<file path="config.mk">
export PLATFORM = sky130hd
export DESIGN_NAME = ustream_to_bin_flat
export DESIGN_NICKNAME = d
export VERILOG_FILES = /design/src/rtl/uscu_pkg.sv /design/src/rtl/ustream_to_bin_if.sv /design/src/rtl/ustream_to_bin.sv /design/src/flat_wrapper.sv
export SDC_FILE = /design/constraint.sdc
export NUM_CORES = 1
export LEC_CHECK = 0
export BUFFER_PORTS_ARGS = -buffer_cell sky130_fd_sc_hd__buf_2
export CORE_UTILIZATION = 45
export DETAILED_ROUTE_END_ITERATION = 6
export HOLD_SLACK_MARGIN = 0.08
export PLACE_DENSITY = 0.66
export SYNTH_ARGS = -nofsm -noshare
export SYNTH_HDL_FRONTEND = slang
export SYNTH_SLANG_ARGS = --single-unit
</file>
<file path="constraint.sdc">
create_clock -name clk -period 1.98 [get_ports clk]
set_input_delay 0 -clock clk [delete_from_list [all_inputs] [get_ports clk]]
set_output_delay 0 -clock clk [all_outputs]
set_load 0.005 [all_outputs]
</file>
<file path="src/rtl/uscu_pkg.sv">
// Shared definitions for the stochastic compute units: default precision,
// window length and the stochastic-to-binary converter state encoding.
`ifndef INWD
`define INWD 8
`endif

package uscu_pkg;

  // Default bitstream precision; a conversion window is 2^DATAWD samples.
  localparam int unsigned DATAWD_DFLT = `INWD;
  localparam int unsigned WIN         = 2 ** DATAWD_DFLT;

  typedef enum logic [1:0] {
    IDLE = 2'd0,
    ACC  = 2'd1,
    DONE = 2'd2
  } ustb_state_t;

endpackage

</file>
<file path="src/rtl/ustream_to_bin_if.sv">
// Handshake bundle between a bitstream producer/result consumer and the
// stochastic-to-binary converter.
//   master: drives iStart/iEn/iBit/iAck, observes oB/oValid/oBusy
//   slave : the converter side
interface ustream_to_bin_if #(
  parameter int unsigned DATAWD = uscu_pkg::DATAWD_DFLT
);

  logic              iStart;
  logic              iEn;
  logic              iBit;
  logic              iAck;
  logic [DATAWD:0]   oB;
  logic              oValid;
  logic              oBusy;

  modport master (
    output iStart, iEn, iBit, iAck,
    input  oB, oValid, oBusy
  );

  modport slave (
    input  iStart, iEn, iBit, iAck,
    output oB, oValid, oBusy
  );

endinterface

</file>
<file path="src/rtl/ustream_to_bin.sv">
// Unipolar stochastic-to-binary converter. Counts ones in a window of
// 2^DATAWD qualified samples and presents the count with a valid/ack
// handshake.
//   clk, rst_n : clock, asynchronous active-low reset
//   bus.iStart : start a window (IDLE, or DONE to restart)
//   bus.iEn    : sample qualifier for bus.iBit
//   bus.iBit   : stochastic input bit
//   bus.iAck   : consumer acknowledges result in DONE
//   bus.oB     : result 0..2^DATAWD, updated only on entry to DONE
//   bus.oValid : fresh unacknowledged result
//   bus.oBusy  : window in progress
module ustream_to_bin
  import uscu_pkg::*;
#(
  parameter int unsigned DATAWD = uscu_pkg::DATAWD_DFLT
) (
  input  logic                clk,
  input  logic                rst_n,
  ustream_to_bin_if.slave     bus
);

  localparam int unsigned OW = DATAWD + 1;

  localparam logic [1:0] S_IDLE = 2'(IDLE);
  localparam logic [1:0] S_ACC  = 2'(ACC);
  localparam logic [1:0] S_DONE = 2'(DONE);

  localparam logic [DATAWD-1:0] SMP_LAST = '1;

  logic [1:0]        state_q, state_d;
  logic [OW-1:0]     ones_q, ones_d;
  logic [DATAWD-1:0] smp_q, smp_d;
  logic [OW-1:0]     b_q, b_d;
  logic              valid_q, valid_d;
  logic              busy_q, busy_d;

  // State, counters and registered outputs.
  always_ff @(posedge clk or negedge rst_n) begin
    if (!rst_n) begin
      state_q <= S_IDLE;
      ones_q  <= '0;
      smp_q   <= '0;
      b_q     <= '0;
      valid_q <= 1'b0;
      busy_q  <= 1'b0;
    end else begin
      state_q <= state_d;
      ones_q  <= ones_d;
      smp_q   <= smp_d;
      b_q     <= b_d;
      valid_q <= valid_d;
      busy_q  <= busy_d;
    end
  end

  // Next state, counter updates and next values of the output registers.
  always_comb begin
    state_d = state_q;
    ones_d  = ones_q;
    smp_d   = smp_q;
    b_d     = b_q;
    valid_d = 1'b0;
    busy_d  = 1'b0;

    case (state_q)
      S_IDLE: begin
        if (bus.iStart) begin
          state_d = S_ACC;
          ones_d  = '0;
          smp_d   = '0;
          busy_d  = 1'b1;
        end
      end

      S_ACC: begin
        busy_d = 1'b1;
        if (bus.iEn) begin
          ones_d = ones_q + OW'(bus.iBit);
          // smp_q wraps to 0 on the last sample, ready for the next window
          smp_d  = smp_q + DATAWD'(1);
          if (smp_q == SMP_LAST) begin
            state_d = S_DONE;
            b_d     = ones_q + OW'(bus.iBit);
            valid_d = 1'b1;
            busy_d  = 1'b0;
          end
        end
      end

      S_DONE: begin
        valid_d = 1'b1;
        // A restart also consumes the pending result
        if (bus.iStart) begin
          state_d = S_ACC;
          ones_d  = '0;
          smp_d   = '0;
          valid_d = 1'b0;
          busy_d  = 1'b1;
        end else if (bus.iAck) begin
          state_d = S_IDLE;
          valid_d = 1'b0;
        end
      end

      default: begin
        state_d = S_IDLE;
      end
    endcase
  end

  assign bus.oB     = b_q;
  assign bus.oValid = valid_q;
  assign bus.oBusy  = busy_q;

endmodule

</file>
<file path="src/flat_wrapper.sv">
// flat-port wrapper written by rule: the top's interface ports become plain ports
module ustream_to_bin_flat import uscu_pkg::*;
#(
  parameter int unsigned DATAWD = uscu_pkg::DATAWD_DFLT
)
  (clk, rst_n, bus_iStart, bus_iEn, bus_iBit, bus_iAck, bus_oB, bus_oValid, bus_oBusy);
  ustream_to_bin_if #(.DATAWD(DATAWD)) bus_i ();
  input  logic clk;
  input  logic rst_n;
  input wire logic [$bits(bus_i.iStart)-1:0] bus_iStart;
  input wire logic [$bits(bus_i.iEn)-1:0] bus_iEn;
  input wire logic [$bits(bus_i.iBit)-1:0] bus_iBit;
  input wire logic [$bits(bus_i.iAck)-1:0] bus_iAck;
  output wire logic [$bits(bus_i.oB)-1:0] bus_oB;
  output wire logic [$bits(bus_i.oValid)-1:0] bus_oValid;
  output wire logic [$bits(bus_i.oBusy)-1:0] bus_oBusy;
  assign bus_i.iStart = bus_iStart;
  assign bus_i.iEn = bus_iEn;
  assign bus_i.iBit = bus_iBit;
  assign bus_i.iAck = bus_iAck;
  assign bus_oB = bus_i.oB;
  assign bus_oValid = bus_i.oValid;
  assign bus_oBusy = bus_i.oBusy;
  ustream_to_bin #(.DATAWD(DATAWD)) u_core (.clk(clk), .rst_n(rst_n), .bus(bus_i));
endmodule
</file>
# Yosys cells after proc, flatten, opt, wreduce, memory -nomap -nowiden

Index checks and enable logic that the tools add are counted.

Register bits after elaboration: 30
Input bits: 6
Output and inout port bits: 11
Logic and storage cells: 43

Add/subtract/negate cells: 2
Equal/unequal tests: 8
Multiplexer cells: 21
Reductions and logical operators: 6

Operator list:

| operator              | count |
|---|---|
| $mux W9               | 2 |
| $pmux W9 S2           | 1 |
| $mux W8               | 2 |
| $pmux W8 S2           | 1 |
| $mux W2               | 5 |
| $add A9 B1 Y9         | 1 |
| $add A8 B1 Y8 const B | 1 |
| $eq A8 B8 Y1 const B  | 1 |
| $mux W1               | 7 |
| $pmux W2 S3           | 1 |
| $reduce_and A3 Y1     | 2 |
| $ne A2 B1 Y1 const B  | 2 |
| $ne A2 B2 Y1 const B  | 2 |
| $pmux W1 S2           | 2 |
| $reduce_and A4 Y1     | 1 |
| $ne A3 B3 Y1 const B  | 1 |
| $eq A2 B1 Y1 const B  | 1 |
| $eq A2 B2 Y1 const B  | 1 |
| $logic_not A2 Y1      | 1 |
| $reduce_bool A2 Y1    | 1 |
| $reduce_or A2 Y1      | 1 |

# Longest topological paths before layout

Depth after elaboration: 4
Mapped depth: 8
Gate-level depth less buffers: 6

# Worst setup path after synthesis

OpenSTA, ideal clock, no wires.

Path type: register -> register
Start point: register u_core.state_q[0]
End point: register u_core.smp_q[6]
Library setup time: 78 ps
Data arrival time: 1,848 ps
Required time: 1,902 ps
Path slack: 54 ps
Cell stages (with the launch flop): 8
Path buffers: 1
Clock period less this slack: 1,926 ps
Cells stage by stage: dfrtp_1 > inv_1 > ha_1 > o21ba_1 > or3_1 > buf_2 > or4_1 > a21oi_1

Longest elaborated chain between the ends: 4
Elaborated cells between the ends (all ways): 9
Classes of those cells: 4 x eq/ne; 1 x mux; 4 x reduce/logical

Ends and longest elaborated chain:

| item                                                                | RTL line             | text |
|---|---|---|
| start, declared                                                     | ustream_to_bin.sv:30 | `logic [1:0] state_q, state_d;` |
| start signal, assigned                                              | ustream_to_bin.sv:47 | `state_q <= state_d;` |
| $eq A2 B2 Y1 or $logic_not A2 Y1 (tied branches)                    | ustream_to_bin.sv:65 | `case (state_q)` |
| $reduce_or A2 Y1 (no source line)                                   | n/a                  |  |
| $ne A2 B1 Y1 (no source line) or $reduce_bool A2 Y1 (tied branches) | n/a                  |  |
| $reduce_and A3 Y1 (no source line)                                  | n/a                  |  |
| end signal, assigned                                                | ustream_to_bin.sv:49 | `smp_q <= smp_d;` |
| end, declared                                                       | ustream_to_bin.sv:32 | `logic [DATAWD-1:0] smp_q, smp_d;` |

Several ways; a longest one is shown, not always the timed one.
A chain may end at the register's enable or synchronous reset.

# Worst setup path after layout

Start point: register u_core.state_q[0]
End point: register u_core.smp_q[2]

Same word-level chain as after synthesis.

==> flow_metrics.tcl <==
set metrics [dict create \
    cts_tree "built" \
    synth-edff-count 0 \
    hp-class "in2reg" \
    die_w_um 61.4 \
    hpwl_mm 2.21 \
    synth-main-ff-cell "dfrtp_1" \
    hold_start "bus_iEn" \
    reg2reg_depth 7 \
    internal_power_mw 1.13 \
    p_per_area_nw_per_um2 901 \
    avgSynthCellArea_um2 10.1 \
    cts-root-buf "clkbuf_4" \
    r2r_start "u_core.state_q[0]" \
    ys_seq_elements 30 \
    fmax_mhz 518 \
    cp_max_fo 16 \
    dp.cells 220 \
    register_area_um2 752 \
    whs_ns 0.148 \
    max_cap_viol_count 0 \
    ir_drop_mv 0.510 \
    setup_viol_count_final 0 \
    mostFrequentLayoutCells "29 x dfrtp_1, 16 x buf_2, 13 x nand2_1, 11 x o21ai_0, 10 x mux2_2" \
    synthTopCellsByArea "dfrtp_1 47%, mux2_2 7.1%, ha_1 6.3%" \
    die-area_um2 3770 \
    synth_top_cell_area_share_pct 47.2 \
    synth_warnings 0 \
    wire_per_inst_um 13.7 \
    dr.pass1.iters 4 \
    drv_slew 0 \
    insertion_delay_ns 0.33 \
    cp.required_ns 2.19 \
    nets 202 \
    cts_max_path_buffers 2 \
    drt-met1-wl_mm 1.40 \
    rsz0062_at_grt "true" \
    clkTransAtPathRegs_ns 0.09 \
    crit_slowest_cell "dfrtp_2" \
    cts_buffers 5 \
    power_switching_mw 0.606 \
    wl_met2_mm 1.69 \
    syn_area_um2 1590 \
    rows 21 \
    vias 1272 \
    drt_iter0_drc 69 \
    gr-total-overflow 0 \
    place_ws_ns -0.0141 \
    synthAdderAreaFrac_pct 6.30 \
    fin_crit_ns 1.93 \
    filler_cell_count 303 \
    port_buffers 16 \
    multiInputGateArea_um2 827 \
    status "complete, no violations" \
    startpoint_type "flop" \
    die_h_um 61.4 \
    worst_pin_slew_ns 0.660 \
    yosysUniqueCellTypes 32 \
    antenna_found_initial 0 \
    diodes 0 \
    route.met3.wl_um 86 \
    synth_compound_area_share_pct 14.9 \
    layout_commonest_cell "dfrtp_1" \
    path_class "reg2reg" \
    comb_power_share_pct 35.3 \
    maxUsedRoutingLayer "met4" \
    synth_top_family_by_area "simple AND/OR/NAND/NOR gates" \
    final_hold_viol_count 0 \
    r2r-end "u_core.smp_q[2]" \
    slowest_delay_ns 0.43 \
    grt_pass1_wl_mm 5.09 \
    start_util_pct 47.2 \
    reg2reg_slack_ns 0.05 \
    holdPathStages 5 \
    setup_slack_ns 0.0478 \
    htree_levels 2 \
    skew_ns 0.00524 \
    power_mw 1.73 \
    grt_pass1_vias 1200 \
    synth-simple-area-share_pct 16.5 \
    min_to "u_core.state_q[1]" \
    arrival_ns 2.14 \
    grt_max_degree 31 \
    max-slew-margin-rel_pct 56.0 \
    ant_nets 0 \
    grt_usage_pct 18.9 \
    path_cells "inv_2 -> ha_2 -> o21ba_2 -> or3_1 -> buf_4 -> o21ai_0 -> o31ai_1" \
    yosys.area.top_type "dfrtp_1" \
    design.core.area_um2 3360 \
    period_share_pct 97.6 \
    drive_above_1_share_pct 31.2 \
    synth_xor_area_share_pct 4.41 \
    place_congestion 0.740 \
    routed_wl_mm 3.22 \
    crit_path_end_kind "flop" \
    p_seq_share_pct 42.6 \
    synthArstFlopShare_pct 100 \
    synthesis.nets 172 \
    syn_inst 158 \
    drc_errors 0 \
    clkPwrFrac_pct 22.2 \
    instances_no_fill 235 \
    muxShareOfSynthArea_pct 7.09 \
    routed_via_density 5.41 \
    swShare_pct 34.9 \
    pin_count 17 \
    p_leak_nw 0.916 \
    syn_to_final_growth_pct 21.1 \
    cts_sinks 30 \
    ys_seq_area_share_pct 47.2 \
]
what timing repair did:
action	4_1_cts	5_1_grt
endpoints found under the hold margin	33	0
resized for setup	3	14
setup buffers	2	0
endpoints found under the setup margin	5	11
hold buffers	5	0
pin swaps	0	1
critical path: cells and delay by family (launching register included):
kind | cells | cell delay [ns]
adders and majority gates | 1 | 0.19
AOI/OAI and AO/OA | 3 | 0.55
buffers and inverters | 2 | 0.28
DFF | 1 | 0.43
and+or+nand+nor | 1 | 0.35
synthesized netlist by cell type, drive strengths merged, types with 3 or more instances:
master  number
clkbuf       6
mux2        10
nand3        7
and3         3
ha           8
o211ai       3
o21ai       12
o31ai        8
inv          8
xnor2        6
a21oi        7
dfrtp       30
nand2       13
nor2         8
or4          5
a31oi        4
final cells by class:
cell class	instances	area share (%)
Multi-Input combinational cell	113	43.0
Tap cell	46	2.99
Timing Repair Buffer	30	10.3
Clock inverter	1	0.260
Inverter	8	1.56
Clock buffer	7	2.86
Sequential cell	30	39.1
metrics by stage:
stage                     setup TNS [ns]  cell area (um2)  utilization [%]
final                                  0             1920             57.2
after global routing             -0.0104             1920             57.2
after CTS                              0             1880             56.0
after detailed placement         -0.0204             1750             52.1
after global placement                 0             1750             52.1
after floorplan                        0             1590                -
cells by family (layout without fill, tap and decap cells):
logic type      count (synthesis)  in the layout
compound gates                 38             38
xor+xnor                        8              8
buf+inv                        15             46
fa+ha+maj                       8              8
mux                            10             10
simple gates                   49             49
flops                          30             30
registers in the layout, summed over array words and instances, names as in the netlist:
signal             count
u_core.bus.oB          9
u_core.bus.oBusy       1
u_core.bus.oValid      1
u_core.ones_q          9
u_core.smp_q           8
u_core.state_q         2
power groups by stage:
stage                     clock [mW]  combinational, mW  sequential (mW)
after detailed placement           0              0.536            0.741
after CTS                      0.394              0.576            0.730
final                          0.384              0.611            0.738
after global routing           0.422              0.672            0.749
after global placement             0              0.522            0.735
after floorplan                    0              0.352            0.730
per-layer routing:
| layer | track usage, % | vias up |
|---|---|---|
| met5 | 0 | - |
| met4 | 8.89 | 0 |
| met3 | 5.04 | 5 |
| met2 | 33.2 | 19 |
| met1 | 21.3 | 614 |
| li1 | - | 634 |
worst max-delay path by stage:
stage                            startpoint               to  slack [ns]  depth (start not counted)
after global placement    u_core.state_q[0]  u_core.smp_q[5]        0.06                          6
final                     u_core.state_q[0]  u_core.smp_q[2]        0.05                          7
after global routing      u_core.state_q[1]  u_core.smp_q[3]      -0.007                          6
after CTS                 u_core.state_q[0]  u_core.smp_q[5]       0.001                          6
after detailed placement  u_core.state_q[0]  u_core.smp_q[5]       -0.01                          6
after floorplan           u_core.state_q[0]  u_core.smp_q[6]        0.05                          7
No activity file was read; power rests on OpenSTA's default activity.
